File: config.mk
export PLATFORM = sky130hd
export DESIGN_NAME = boss_projectile_engine
export DESIGN_NICKNAME = d
export VERILOG_FILES = /design/src/rtl/boss_projectile_engine.sv
export SDC_FILE = /design/constraint.sdc
export NUM_CORES = 1
export LEC_CHECK = 0
export ABC_AREA = 1
export CORE_ASPECT_RATIO = 2
export CORE_MARGIN = 8
export CORE_UTILIZATION = 35
export DETAILED_ROUTE_END_ITERATION = 8
export SYNTH_ARGS = -nofsm -noshare
export SYNTH_HDL_FRONTEND = slang
export SYNTH_SLANG_ARGS = --single-unit
File: constraint.sdc
create_clock -name clk_master -period 4 [get_ports clk_master]
set_clock_uncertainty 0.2 [all_clocks]
set_input_delay 0.4 -clock clk_master [delete_from_list [all_inputs] [get_ports clk_master]]
set_output_delay 0.4 -clock clk_master [all_outputs]
set_load 0.03 [all_outputs]
File: src/rtl/boss_projectile_engine.sv
// boss_projectile_engine: captures bossShoot commands, advances up to five live projectiles per
// frame step, clears them at the floor or right edge, and pulses playerHit on overlap with the player.
// Ports: clk_master/rst_n (async active-low), pulse_frameStep, bossShoot/attackType,
//   proj1..5 X/Y + projW/projH command slots, player box in; live slot boxes, objActive,
//   beamOn and playerHit out.
// Optional feature: define PLAYER_IFRAME_EN for post-hit invulnerability frames.
module boss_projectile_engine #(
  parameter int PROJ_DY     = 4,
  parameter int DIAG_DX     = 3,
  parameter int FLOOR_Y     = 479,
  parameter int RIGHT_X     = 783,
  parameter int BEAM_FRAMES = 60
) (
  input  logic       clk_master,
  input  logic       rst_n,
  input  logic       pulse_frameStep,
  input  logic       bossShoot,
  input  logic [1:0] attackType,
  input  logic [9:0] proj1X, proj2X, proj3X, proj4X, proj5X,
  input  logic [8:0] proj1Y, proj2Y, proj3Y, proj4Y, proj5Y,
  input  logic [9:0] projW,
  input  logic [8:0] projH,
  input  logic [9:0] playerX,
  input  logic [8:0] playerY,
  input  logic [9:0] playerW,
  input  logic [8:0] playerH,
  output logic [9:0] objX1, objX2, objX3, objX4, objX5,
  output logic [8:0] objY1, objY2, objY3, objY4, objY5,
  output logic [9:0] objW,
  output logic [8:0] objH,
  output logic [4:0] objActive,
  output logic       beamOn,
  output logic       playerHit
);
  typedef enum logic {IDLE, LIVE} state_t;
  state_t state_q, state_d;
  logic [4:0][9:0] x_q, x_d, cx;
  logic [4:0][8:0] y_q, y_d, cy;
  logic [4:0][11:0] nx, ny;
  logic [4:0] act_q, act_d, lost, ovl;
  logic [9:0] w_q, w_d;
  logic [8:0] h_q, h_d;
  logic [1:0] typ_q, typ_d;
  logic [7:0] beam_q, beam_d;
  logic beam_on_q, beam_on_d, done_q, done_d, chk_q, hit_q, hit_d;
  logic load, move, iframe_ok, is_beam, is_diag;
  assign cx = {proj5X, proj4X, proj3X, proj2X, proj1X};
  assign cy = {proj5Y, proj4Y, proj3Y, proj2Y, proj1Y};
  assign load = bossShoot && attackType != 2'b11;
  assign move = pulse_frameStep && state_q == LIVE;
  assign is_beam = typ_q == 2'b01;
  assign is_diag = typ_q == 2'b10;
  // Per-slot candidate move and bounds test, widened so nothing wraps.
  for (genvar i = 0; i < 5; i++) begin : g_slot
    assign nx[i] = (is_diag && i == 0) ? 12'(x_q[i]) - 12'(DIAG_DX) :
                   (is_diag && i == 1) ? 12'(x_q[i]) + 12'(DIAG_DX) : 12'(x_q[i]);
    assign ny[i] = 12'(y_q[i]) + 12'(PROJ_DY);
    assign lost[i] = (is_diag && i == 0 && 12'(x_q[i]) < 12'(DIAG_DX)) ||
                     ny[i] + 12'(h_q) > 12'(FLOOR_Y) || nx[i] + 12'(w_q) > 12'(RIGHT_X);
    assign ovl[i] = act_q[i] &&
                    11'(x_q[i]) < 11'(playerX) + 11'(playerW) && 11'(playerX) < 11'(x_q[i]) + 11'(w_q) &&
                    11'(y_q[i]) < 11'(playerY) + 11'(playerH) && 11'(playerY) < 11'(y_q[i]) + 11'(h_q);
  end
`ifdef PLAYER_IFRAME_EN
  localparam int IFRAMES = 30;
  logic [7:0] ifr_q, ifr_d;
  assign iframe_ok = ifr_q == 8'd0;
  assign ifr_d = hit_d ? 8'(IFRAMES) : (pulse_frameStep && !iframe_ok) ? ifr_q - 8'd1 : ifr_q;
  always_ff @(posedge clk_master or negedge rst_n)
    if (!rst_n) ifr_q <= '0;
    else ifr_q <= ifr_d;
`else
  assign iframe_ok = 1'b1;
`endif
  always_comb begin
    x_d = x_q;
    y_d = y_q;
    act_d = act_q;
    w_d = w_q;
    h_d = h_q;
    typ_d = typ_q;
    beam_d = beam_q;
    beam_on_d = beam_on_q;
    done_d = done_q;
    hit_d = 1'b0;
    if (load) begin
      for (int i = 0; i < 5; i++) begin
        x_d[i] = cx[i];
        y_d[i] = cy[i];
        act_d[i] = cx[i] != 10'd0;
      end
      w_d = projW;
      h_d = projH;
      typ_d = attackType;
      beam_d = attackType == 2'b01 ? 8'(BEAM_FRAMES) : 8'd0;
      beam_on_d = attackType == 2'b01 && act_d != 5'd0;
      done_d = 1'b0;
    end else begin
      if (move && is_beam) begin
        beam_d = beam_q - 8'd1;
        if (beam_q == 8'd1) begin
          act_d = '0;
          x_d = '0;
          y_d = '0;
          beam_on_d = 1'b0;
        end
      end else if (move) begin
        for (int i = 0; i < 5; i++)
          if (act_q[i]) begin
            act_d[i] = !lost[i];
            x_d[i] = lost[i] ? 10'd0 : nx[i][9:0];
            y_d[i] = lost[i] ? 9'd0 : ny[i][8:0];
          end
      end
      // Beam slots survive a hit but may only score once per load.
      if (chk_q && iframe_ok && ovl != 5'd0 && !(is_beam && done_q)) begin
        hit_d = 1'b1;
        done_d = done_q | is_beam;
        if (!is_beam)
          for (int i = 0; i < 5; i++)
            if (ovl[i]) begin
              act_d[i] = 1'b0;
              x_d[i] = 10'd0;
              y_d[i] = 9'd0;
            end
      end
    end
    state_d = act_d != 5'd0 ? LIVE : IDLE;
  end
  always_ff @(posedge clk_master or negedge rst_n)
    if (!rst_n) begin
      state_q <= IDLE;
      x_q <= '0;
      y_q <= '0;
      act_q <= '0;
      w_q <= '0;
      h_q <= '0;
      typ_q <= '0;
      beam_q <= '0;
      beam_on_q <= 1'b0;
      done_q <= 1'b0;
      chk_q <= 1'b0;
      hit_q <= 1'b0;
    end else begin
      state_q <= state_d;
      x_q <= x_d;
      y_q <= y_d;
      act_q <= act_d;
      w_q <= w_d;
      h_q <= h_d;
      typ_q <= typ_d;
      beam_q <= beam_d;
      beam_on_q <= beam_on_d;
      done_q <= done_d;
      chk_q <= pulse_frameStep;
      hit_q <= hit_d;
    end
  assign {objX5, objX4, objX3, objX2, objX1} = x_q;
  assign {objY5, objY4, objY3, objY2, objY1} = y_q;
  assign objW = w_q;
  assign objH = h_q;
  assign objActive = act_q;
  assign beamOn = beam_on_q;
  assign playerHit = hit_q;
endmodule

==> impl_metrics.json <==
{
  "status": "complete, but fails checks",
  "failed_checks": "setup timing",
  "finalSetupTns_ns": -0.05761,
  "htree_num_levels": 4,
  "antenna_found_initial": 1,
  "mostFrequentLayoutCells": "nand2_1, buf_4, inv_1, ha_1, clkdlybuf4s50_1",
  "floorplan.core_area_mm2": 0.05360,
  "syn2layout_area_growth_pct": 42.07,
  "timing_worst_setup_path_type": "input pin to flop",
  "floorplan.die.width_um": 180.5,
  "post_dp_hpwl_mm": 72.22,
  "worst_skew_pair.late_latency_ns": 0.46,
  "routedLengthMet1_mm": 31.96,
  "cts_tree": "built",
  "gr-usage-all-layers_pct": 27.23,
  "ant_nets": 0,
  "start_util_pct": 35.35,
  "cts_sinks": 134,
  "period_needed_ns": 4.023,
  "mostFrequentLayoutCell": "nand2_1",
  "syn_nets": 3325,
  "cp_max_fo": 5,
  "detail_route.iter0.violations": 1214,
  "number_of_clock_buffers_inserted_by_tritoncts": 17,
  "rsz0062_at_grt": "yes",
  "totalPowerFinal_w": 0.01672,
  "met2RoutedLength_mm": 43.47,
  "route.detailed.wl_per_inst_um": 21.00,
  "yosysUniqueCellTypes": 56,
  "worst_slack_ns": -0.02284,
  "holdWs_ns": 0.2691,
  "hold_vio_cnt_final": 0,
  "gr_ovfl_total": 0,
  "max-slew-margin-rel_pct": 45.39,
  "synth_area_mm2": 0.01895,
  "num_vias": 21938,
  "chip_height_um": 345.0,
  "synthesis.area_per_instance_um2": 6.757,
  "cp-start-kind": "input pin",
  "timing_max_transition_violations_final": 0,
  "finalCritPeriodShare_pct": 100.6,
  "layout.nets": 3956,
  "max_capacitance_violation_count": 0,
  "final.fill_count": 5262,
  "globalplace.congestion": 0.9634,
  "setup_failing_eps_final": 7,
  "worstSetupEndpointType": "flop",
  "ys_ff_latch": 134,
  "grt_first_pass_wirelength_mm": 130.1,
  "first_global_vias": 22591,
  "die_area_mm2": 0.06229,
  "layout_cells_sized_above_1_pct": 17.81,
  "cp.arrival_ns": 4.16,
  "antenna_cells_inserted": 0,
  "postSynthCellCount": 2804,
  "pin_count_of_the_biggest_net_entering_global_routing": 73,
  "maxUsedRoutingLayer": "met4",
  "cellPowerDensity_mw_per_mm2": 621.1,
  "timing.critical_path.required_ns": 4.14,
  "sequential_cell_area_fraction_in_the_yosys_report_pct": 17.70,
  "worst_ir_drop_vdd_mv": 0.3432,
  "num_rows": 120,
  "ys_async_sr_fraction_pct": 100.0,
  "drtPass1Iterations": 5,
  "layout.core_utilization_pct": 50.22,
  "drc": 0,
  "multi_input_area_mm2": 0.01485,
  "static-leakage-power_nw": 13.98,
  "worst_hold_path_type": "input pin to asynchronous set/reset pin",
  "design.portCount": 279,
  "synth-main-ff-cell": "dfrtp_1",
  "regArea_mm2": 0.003361,
  "avgViaCountPerCell": 5.327,
  "cts-root-to-sink-buffers": 2,
  "yosysWarningCount": 0,
  "worst_setup_slack_post_dpl_ns": -1.222,
  "tightest_slew_ns": 0.8161,
  "synth_edf_count": 0,
  "wirelength_mm": 86.47,
  "numPortBuffers": 278,
  "clock-root-buffer": "clkbuf_16",
  "detailroute.wirelength.met3_mm": 4.352,
  "max_freq_ghz": 0.2486,
  "cts.clk_slew.worst_paths_ns": 0.07
}
## synthesized netlist by cell type (all sizes together) (10+ instances only)
cell	count	area (um2)
xnor2	27	236.5
dfrtp	134	3353
nor3	26	145.1
o21bai	22	168.9
a21oi	236	1181
fa	14	280.3
clkbuf	33	123.9
a21o	26	195.2
nand4	30	193.9
inv	356	1336
ha	349	4367
o22ai	10	62.56
o21ai	150	750.7
nand2	792	2988
a31oi	14	87.58
nor3b	11	82.58
o211ai	19	142.6
nand3	157	815.8
o221ai	14	122.6
nor4	12	75.07
nor2	195	769.5
xor2	111	972.2
## power breakdown
| group | internal [W] | switching (W) | total [W] |
|---|---|---|---|
| logic | 0.00542 | 0.00741 | 0.0128 |
| clock network | 0.000929 | 0.000715 | 0.00164 |
| registers | 0.00170 | 0.000539 | 0.00224 |
| total | 0.00806 | 0.00866 | 0.0167 |
## area by class of cell
type                            instances  area share, %
Inverter                              360          5.076
Clock inverter                         12         0.4741
Tap cell                              671          3.119
Timing Repair inverter                  1        0.02324
Clock buffer                           19          1.646
Multi-Input combinational cell       2268          55.18
Timing Repair Buffer                  653          22.00
Sequential cell                       134          12.49
## stage by stage
stage / std cells / area, um2
6_report: 4118 / 26920
5_1_grt: 4118 / 26920
4_1_cts: 4111 / 26270
3_5_place_dp: 4075 / 25350
3_3_place_gp: 4075 / 25350
2_1_floorplan: 2804 / 18950
## what timing repair did
action | CTS | global route
endpoints found under the setup margin | 103 | 103
resized for setup | 76 | 122
endpoints found under the hold margin | 58 | 0
pin swaps | 16 | 78
hold buffers | 1 | 0
gates cloned | 1 | 2
setup buffers | 3 | 5
## kinds of logic (layout without fill, tap and decap cells)
| family | after synthesis | after routing | share of synthesized area (%) |
|---|---|---|---|
| compound gates | 524 | 524 | 15.71 |
| xor+xnor | 138 | 138 | 6.379 |
| buf+inv | 402 | 1045 | 8.156 |
| fa+ha+maj | 363 | 363 | 24.53 |
| simple gates | 1243 | 1243 | 27.53 |
| flops | 134 | 134 | 17.70 |
## sequential cells by signal, summed over array words and instances, names as in the netlist, 8 cells and up
signal  flops
objY5       9
objY3       9
objX2      10
objH        9
objX1      10
objX3      10
objY4       9
objX5      10
objY2       9
objW       10
objX4      10
beam_q      8
objY1       9
## final timing paths
check	from	end	slack, ns	cells after the start
setup / recovery	playerW[0]	objY2[7]	-0.02	28
hold / removal	rst_n	objX5[8]	0.27	2
setup reg to reg	objW[0]	objY2[7]	-0.01	27
hold reg to reg	beam_q[0]	beam_q[0]	0.33	1
max in group asynchronous	rst_n	objX2[0]	2.45	3
min in group clk_master	proj3Y[1]	objY3[1]	0.29	3
## worst max-delay path, stage by stage
cell and delay (ns):
clkdlybuf4s50_1 0.46, ha_2 0.22, inv_2 0.05, fa_2 0.35
buf_6 0.14, nor2_2 0.10, nor2_1 0.07, xor2_1 0.23
clkbuf_16 0.22, ha_4 0.21, a21o_1 0.17, nor2_1 0.12
nand2_1 0.07, nand2_1 0.07, nand2_1 0.05, nand2_1 0.06
nand2_1 0.05, nand2_1 0.07, nand4_1 0.12, nand2_2 0.15
nor2_4 0.06, nand2_4 0.11, nand3_4 0.12, nand2_8 0.13
buf_6 0.13, a21oi_1 0.04, o21ai_1 0.09, nand2_1 0.09
## metal layers
| metal | up-vias | global-route usage, % |
|---|---|---|
| met3 | 274 | 4.438 |
| met2 | 807 | 49.58 |
| met5 | - | 0 |
| met4 | 0 | 18.95 |
| li1 | 10631 | - |
| met1 | 10226 | 28.04 |
(Power assumes the default switching activity.)
